$ cat config.mk
export PLATFORM = sky130hd
export DESIGN_NAME = switch_n
export DESIGN_NICKNAME = d
export VERILOG_FILES = /design/src/rtl/switch_n.sv
export SDC_FILE = /design/constraint.sdc
export NUM_CORES = 1
export LEC_CHECK = 0
export CELL_PAD_IN_SITES_DETAIL_PLACEMENT = 1
export CELL_PAD_IN_SITES_GLOBAL_PLACEMENT = 1
export CORE_ASPECT_RATIO = 1.1
export CORE_MARGIN = 2
export CORE_UTILIZATION = 28
export DETAILED_ROUTE_END_ITERATION = 8
export PLACE_DENSITY_LB_ADDON = 0.12
export RECOVER_POWER = 100
export SLEW_MARGIN = 30
export SYNTH_ARGS = -nofsm -noshare
export SYNTH_HDL_FRONTEND = slang
export SYNTH_SLANG_ARGS = --single-unit
$ cat constraint.sdc
create_clock -name clk -period 2.7 [get_ports clk]
set_input_delay 0.54 -clock clk [delete_from_list [all_inputs] [get_ports clk]]
set_output_delay 0.54 -clock clk [all_outputs]
set_load 0.01 [all_outputs]
$ cat src/rtl/switch_n.sv
// switch_n: routes one input packet stream to NUM_PORTS output FIFOs.
// The top address bits select the destination port. Each port has its own FIFO
// and its own ready, so a full port never stalls traffic to another port.
// Optional per-port delivered-packet counters are built only when the
// SWITCH_N_STATS_EN macro is defined.
module switch_n #(
  parameter int unsigned ADDR_W     = 8,
  parameter int unsigned DATA_W     = 16,
  parameter int unsigned NUM_PORTS  = 4,
  parameter int unsigned FIFO_DEPTH = 4
) (
  input  logic                        clk,
  input  logic                        rst,
  input  logic                        vld,
  input  logic [ADDR_W-1:0]           addr,
  input  logic [DATA_W-1:0]           data,
  output logic                        rdy,
  output logic [NUM_PORTS-1:0]        vld_o,
  output logic [NUM_PORTS*ADDR_W-1:0] addr_o,
  output logic [NUM_PORTS*DATA_W-1:0] data_o,
  input  logic [NUM_PORTS-1:0]        rdy_i,
  input  logic                        stat_clr,
  output logic [NUM_PORTS*16-1:0]     stat_cnt
);

  localparam int unsigned PortW = $clog2(NUM_PORTS);
  localparam int unsigned PtrW  = $clog2(FIFO_DEPTH);
  localparam int unsigned EntW  = ADDR_W + DATA_W;
  localparam logic [PtrW:0] CntFull = (PtrW+1)'(FIFO_DEPTH);

  typedef logic [EntW-1:0] entry_t;

  logic [PortW-1:0]                dst;
  logic [NUM_PORTS-1:0]            push, pop;
  logic [NUM_PORTS-1:0][PtrW:0]    cnt_q, cnt_d;
  logic [NUM_PORTS-1:0][PtrW-1:0]  wptr_q, wptr_d;
  logic [NUM_PORTS-1:0][PtrW-1:0]  rptr_q, rptr_d;
  entry_t                          mem_q [NUM_PORTS][FIFO_DEPTH];

  assign dst = addr[ADDR_W-1 -: PortW];

  // Input ready depends only on the addressed FIFO's fill, never on vld or a same-cycle pop.
  always_comb begin
    rdy  = (cnt_q[dst] != CntFull);
    push = '0;
    if (vld && rdy) push[dst] = 1'b1;
    pop  = vld_o & rdy_i;
  end

  // Present each FIFO head; slices are zeroed when the port is empty.
  always_comb begin
    vld_o  = '0;
    addr_o = '0;
    data_o = '0;
    for (int k = 0; k < NUM_PORTS; k++) begin
      vld_o[k] = (cnt_q[k] != '0);
      if (vld_o[k]) begin
        addr_o[k*ADDR_W +: ADDR_W] = mem_q[k][rptr_q[k]][EntW-1 -: ADDR_W];
        data_o[k*DATA_W +: DATA_W] = mem_q[k][rptr_q[k]][DATA_W-1:0];
      end
    end
  end

  // Pointer and count next-state; pointers wrap naturally at the power-of-2 depth.
  always_comb begin
    cnt_d  = cnt_q;
    wptr_d = wptr_q;
    rptr_d = rptr_q;
    for (int k = 0; k < NUM_PORTS; k++) begin
      if (push[k]) wptr_d[k] = wptr_q[k] + 1'b1;
      if (pop[k])  rptr_d[k] = rptr_q[k] + 1'b1;
      if (push[k] && !pop[k])      cnt_d[k] = cnt_q[k] + 1'b1;
      else if (!push[k] && pop[k]) cnt_d[k] = cnt_q[k] - 1'b1;
    end
  end

  // FIFO control state with synchronous reset; reset empties every FIFO.
  always_ff @(posedge clk) begin
    if (rst) begin
      cnt_q  <= '0;
      wptr_q <= '0;
      rptr_q <= '0;
    end else begin
      cnt_q  <= cnt_d;
      wptr_q <= wptr_d;
      rptr_q <= rptr_d;
    end
  end

  // Entry storage needs no reset: outputs are masked while a FIFO is empty.
  always_ff @(posedge clk) begin
    for (int k = 0; k < NUM_PORTS; k++) begin
      if (push[k]) mem_q[k][wptr_q[k]] <= {addr, data};
    end
  end

`ifdef SWITCH_N_STATS_EN
  logic [NUM_PORTS-1:0][15:0] stat_q, stat_d;

  // Saturating per-port pop counters; clear wins over increment.
  always_comb begin
    stat_d = stat_q;
    if (stat_clr) begin
      stat_d = '0;
    end else begin
      for (int k = 0; k < NUM_PORTS; k++) begin
        if (pop[k] && stat_q[k] != 16'hFFFF) stat_d[k] = stat_q[k] + 16'd1;
      end
    end
  end

  // Counter register.
  always_ff @(posedge clk) begin
    if (rst) stat_q <= '0;
    else     stat_q <= stat_d;
  end

  assign stat_cnt = stat_q;
`else
  logic unused_stat_clr;
  assign unused_stat_clr = stat_clr;
  assign stat_cnt        = '0;
`endif

endmodule

# Word level (Yosys, flattened, before mapping)
# Memory sizes are Yosys's and may differ from the RTL's.
# Cells that the tools add are included.
# totals
ram_bits	384
mem_count	1
wordCells	144
register_bits	28
# memory_table
name	depth	width	read_ports	rd_ports_with_merged_regs	write_ports	line	rtl
mem_q	4	96	4	0	1	38	entry_t mem_q [NUM_PORTS][FIFO_DEPTH];
# classes
n_lt_le_gt_ge	14
mux	58
reduce_logical	33
n_eq_ne	1
addsub	16
n_bitwise	9
# op_table
cell	n
two-way mux 96 bit	10
two-way mux 24 bit	12
OR reduction 96 bit	3
binary-select mux 24 bit (select 2 bit)	4
demux 24 bit (select 2 bit)	4
two-way mux 16 bit	4
two-way mux 8 bit	4
two-way mux 3 bit	9
greater-or-equal comparator 3 bit, second input constant	8
inverter 2 -> 3 bit	8
adder 2 x 1 -> 2 bit, second input constant	8
logical AND 1 bit	14
adder 3 x 1 -> 3 bit, second input constant	4
< comparator 3 x 1 -> 1 bit, second input constant	4
nonzero test 3 bit	4
subtractor 3 x 1 -> 3 bit, second input constant	4
logical NOT 1 bit	8
nonzero test 2 bit	4
binary-select mux 3 bit (select 2 bit)	1
two-way mux 2 bit	3
two-way mux 1 bit	5
AND 4 bit	1
two-way mux 4 bit	1
< comparator 2 x 3 -> 1 bit, second input constant	1
other kinds (3)	3

# Logic depth before layout (Yosys ltp)
# depth
ltp_word	11
depth_mapped	8
ltp_nobuf	8

# Least setup slack after synthesis
# Ideal clock, no wire load.
# synth_timing
kind	input to register
from	input port vld
to	register cnt_q[2] (netlist name)
n_path_buf	0
required_ns	2.630
stages	8
arrival_time_ns	2.266
setup_ns	0.070
setup_slack_ns	0.363
cell_sequence	inv_1 a2111oi_4 ha_1 inv_1 fa_1 xor2_1 or3_1 a21oi_1
# synth_via
elab_chain_cells	5
elab_cells_between_ends	7
classes_between	2 x mux; 5 x reduce/logical
# synth_rtl
item	line	rtl
start, declared	14	input logic vld,
logical AND 1 bit (*)	46	if (vld && rdy) push[dst] = 1'b1;
two-way mux 4 bit (*)	46	
via push[0]	34	logic [NUM_PORTS-1:0] push, pop;
logical NOT 1 bit	73	else if (!push[k] && pop[k]) cnt_d[k] = cnt_q[k] - 1'b1;
logical AND 1 bit	73	
nonzero test 2 bit (no source line)	--	
end signal, assigned	84	cnt_q <= cnt_d;
end, declared	35	logic [NUM_PORTS-1:0][PtrW:0] cnt_q, cnt_d;
# The timed path passes the listed nets; every way through them passes the cells marked *.
# A chain may end at the register's enable or synchronous reset.

# Worst setup path in the final report
# layout_timing
from	register rptr_q[6] (netlist name)
to	output port data_o[59]
# layout_via
elab_chain_cells	5
# layout_rtl
item	line	rtl
start, declared	37	logic [NUM_PORTS-1:0][PtrW-1:0] rptr_q, rptr_d;
start signal, assigned	86	rptr_q <= rptr_d;
inverter 2 -> 3 bit (implied by the code)	59	data_o[k*DATA_W +: DATA_W] = mem_q[k][rptr_q[k]][DATA_W-1:0];
binary-select mux 24 bit (select 2 bit)	59	
two-way mux 24 bit (implied by the code) (2 in series)	59	
two-way mux 16 bit	57	if (vld_o[k]) begin
end, declared	20	output logic [NUM_PORTS*DATA_W-1:0] data_o,
# No other way between the ends. The select of a mux whose other input is x is not followed.

==> flow_summary_export.csv <==
group,metric,value,unit
cells_and_area,stdcell_count,1900,
cells_and_area,area.growth.synth_to_final,23.5,%
detailed_routing,highest-signal-layer,"met4",
synthesis,seq_area_frac_synth,72.2,%
status,run_status,"completed",
synthesis,ys.flop_type,"edfxtp_1",
critical_path,start_kind,"flip-flop",
sta,worst_pin_slew,1.34,ns
detailed_routing,routedLengthMet1,17.8,mm
clocking,clk_pin_slew,0.06,ns
synthesis,yosys_register_bits,412,
sta,rsz0062_at_grt,"true",
critical_path,critical_path_peak_fanout,10,
detailed_routing,drt_wirelength,40.1,mm
sta,slew_headroom,10.7,%
pwr,power.static_leakage,6.99,nW
sta,fmax,374,MHz
detailed_routing,avgRoutedWirePerCell,21.1,µm
hold_path,min-delay-path-class,"flip-flop to flip-flop",
clocking,clk_latency,0.56,ns
place,detailedPlace.worstSlack,-0.274,ns
floorplanning,design.core.area,59500,µm²
place,dpl.hpwl,25.1,mm
sta,skew,0.00929,ns
sta,finalCritPeriodShare,98.9,%
place,io_buffer_count,131,
sta,setup_violations,0,
detailed_routing,num_vias,8185,
place,routabilityCongestion,0.703,
synthesis,async_reset_ff_share,0,%
pwr,power_per_cell_area,851,nW/µm²
global_route,grt_remaining_overflow,0,
detailed_routing,dr.pass1.iters,6,
synthesis,post_synth_most_frequent_cells,"384 x edfxtp_1, 97 x mux4_2, 96 x nor2b_1",
cells_and_area,finalNetCount,1153,
synthesis,synth_most_common_cell,"edfxtp_1",
synthesis,yosys.cell_types.count,32,
synthesis,synthesis.yosys.warnings,0,
cells_and_area,final_layout_size_suffix_gt1_share,27.7,%
sta,min_period,2.67,ns
clocking,htreeDepth,2,
critical_path,timing.setup.critical_path_class,"flip-flop to output pin",
floorplanning,die_width,237,µm
job,drv_cap,0,
critical_path,critPathArrivalTime,2.13,ns
pwr,vdd.ir_drop.worst,380,µV
detailed_routing,detailedRoute.firstIterationViolations,494,
global_route,track_usage,13.0,%
synthesis,top_cells_by_area_synth,"edfxtp_1 69%, mux4_2 13%, nor2b_1 3.6%, dfxtp_1 3.3%, buf_4 2.9%",
critical_path,endpoint_kind,"output pin",
clocking,postCtsHoldBufs,0,
global_route,first_global_vias,8935,
detailed_routing,routed-wl-met2,20.3,mm
clocking,tritoncts_clock_tree,"built",
critical_path,critPathRequiredTime,2.16,ns
detailed_routing,drc_errors,0,
floorplanning,die_area,61800,µm²
sta,timing_max_transition_violations_final,0,
global_route,first_pass_grt_wire_length,59.6,mm
synthesis,syn_avg_cell_area,19.3,µm²
floorplanning,floorplan.initialDensity,28.1,%
sta,final-hold-violation-count,0,
floorplanning,placement_rows,94,
pwr,post-layout-total-power,0.0176,W
cells_and_area,n_antenna_cell,0,
global_route,antenna_found_initial,0,
detailed_routing,route.met3.wl,1.14,mm
synthesis,postSynthCellCount,866,
detailed_routing,routed_via_density,4.31,
cells_and_area,n_fill_cell,6022,
place,place.detailed.instances,1786,
synthesis,synth_enable_flop_cells,384,
detailed_routing,detail-route-antenna-nets,0,
synthesis,synth_top_area_cell,"edfxtp_1",
synthesis,synth_top_area_share,68.9,%
clocking,number_of_buffers_created_by_cts,44,
synthesis,syn_area,16700,µm²
sta,setup_slack,0.0290,ns
sta,totalNegativeSetupSlack,0,ns
clocking,clk_root_buffer_cell,"clkbuf_16",
global_route,grt_max_degree,29,
clocking,cts.sinks,412,
floorplanning,floorplan.die.height,260,µm
clocking,cts_buffer_depth,3,
floorplanning,io-pin-count,197,
## where the power goes
| part | switching [W] | internal, W |
|---|---|---|
| combinational | 0.00216 | 0.00209 |
| clock | 0.00248 | 0.00348 |
| sequential | 0.000190 | 0.00720 |
## registers in the layout, indices dropped and copies added (netlist names)
signal,flops
wptr_q,8
mem_q,384
rptr_q,8
cnt_q,12
## cells in the final DEF, fill, tap and decap left out, types with 9 or more instances in the layout
cell	synthesis	final
clkdlybuf4s15_1	0	12
xor2_1	12	12
conb_1	1	64
dfxtp_1	28	19
nor2b_1	96	78
clkbuf_2	0	22
clkbuf_1	15	32
ha_1	20	20
clkbuf_16	0	45
clkdlybuf4s50_1	0	9
and2_0	0	12
buf_6	8	9
dlygate4sd2_1	0	36
buf_4	64	30
buf_12	0	14
nor2_1	23	20
a21oi_1	8	10
clkbuf_4	0	12
edfxtp_1	384	384
dlygate4sd3_1	0	25
clkinv_1	0	10
nor2b_2	0	12
inv_1	17	17
buf_2	12	22
mux4_2	97	97
nand2_1	9	9
## layout make-up
class                           count  area [µm²]  share of cell area, %
Tap cell                          768         961                   4.64
Clock buffer                       59        1230                   5.94
Timing Repair Buffer              222        1920                   9.26
Inverter                           17        63.8                  0.308
Multi-Input combinational cell    400        4220                   20.4
Sequential cell                   412       12100                   58.6
Clock inverter                     22         186                  0.901
## per-layer routing
metal | vias to the layer above | global-route usage, %
met4 | 0 | 3.67
met1 | 4280 | 17.2
met5 | - | 0
li1 | 3685 | -
met2 | 165 | 22.6
met3 | 55 | 1.76
## stage by stage
| step | area [µm²] | hold slack, ns | util, % |
|---|---|---|---|
| floorplan | 17000 | 0.481 | - |
| global placement | 19400 | 0.509 | 32.6 |
| detailed placement | 19400 | 0.520 | 32.6 |
| CTS | 21200 | 0.531 | 35.6 |
| global route | 20700 | 0.573 | 34.8 |
| finish | 20700 | 0.520 | 34.8 |
## worst paths after layout
kind	slack (ns)	start	cells after the start	end
max	0.03	rptr_q[6]$_SDFFE_PP0P_	5	data_o[59]
min	0.52	wptr_q[7]$_SDFFE_PP0P_	2	wptr_q[7]$_SDFFE_PP0P_
max reg2reg	0.29	cnt_q[6]$_SDFFE_PP0P_	5	mem_q[2][4]$_DFFE_PP_
min reg2reg	0.52	wptr_q[7]$_SDFFE_PP0P_	2	wptr_q[7]$_SDFFE_PP0P_
## logic make-up (layout without fill, tap and decap cells)
logic type / after synthesis / count (layout) / share of synthesized area (%)
DFF: 412 / 412 / 72.2
xor gates and xnor gates: 12 / 12 / 0.628
AOI/OAI and AO/OA: 24 / 24 / 1.00
buffers and inverters: 117 / 320 / 4.51
muxes: 109 / 109 / 13.8
and+or+nand+nor: 167 / 167 / 5.85
adders and majority gates: 24 / 24 / 1.97
other: 1 / 64 / 0.0224
## critical path: stages, from the launching register on
cell and delay (ns):
dfxtp_4 0.42, buf_12 0.16, buf_4 0.12, mux4_2 0.48
nor2b_1 0.17, clkdlybuf4s15_2 0.23
## timing repair
item	4_1_cts	5_1_grt
gates cloned	6	0
setup endpoints to repair	99	38
pin swaps	2	0
buffers inserted	26	4
resized for setup	259	44
No activity file was read; power rests on OpenSTA's default activity.
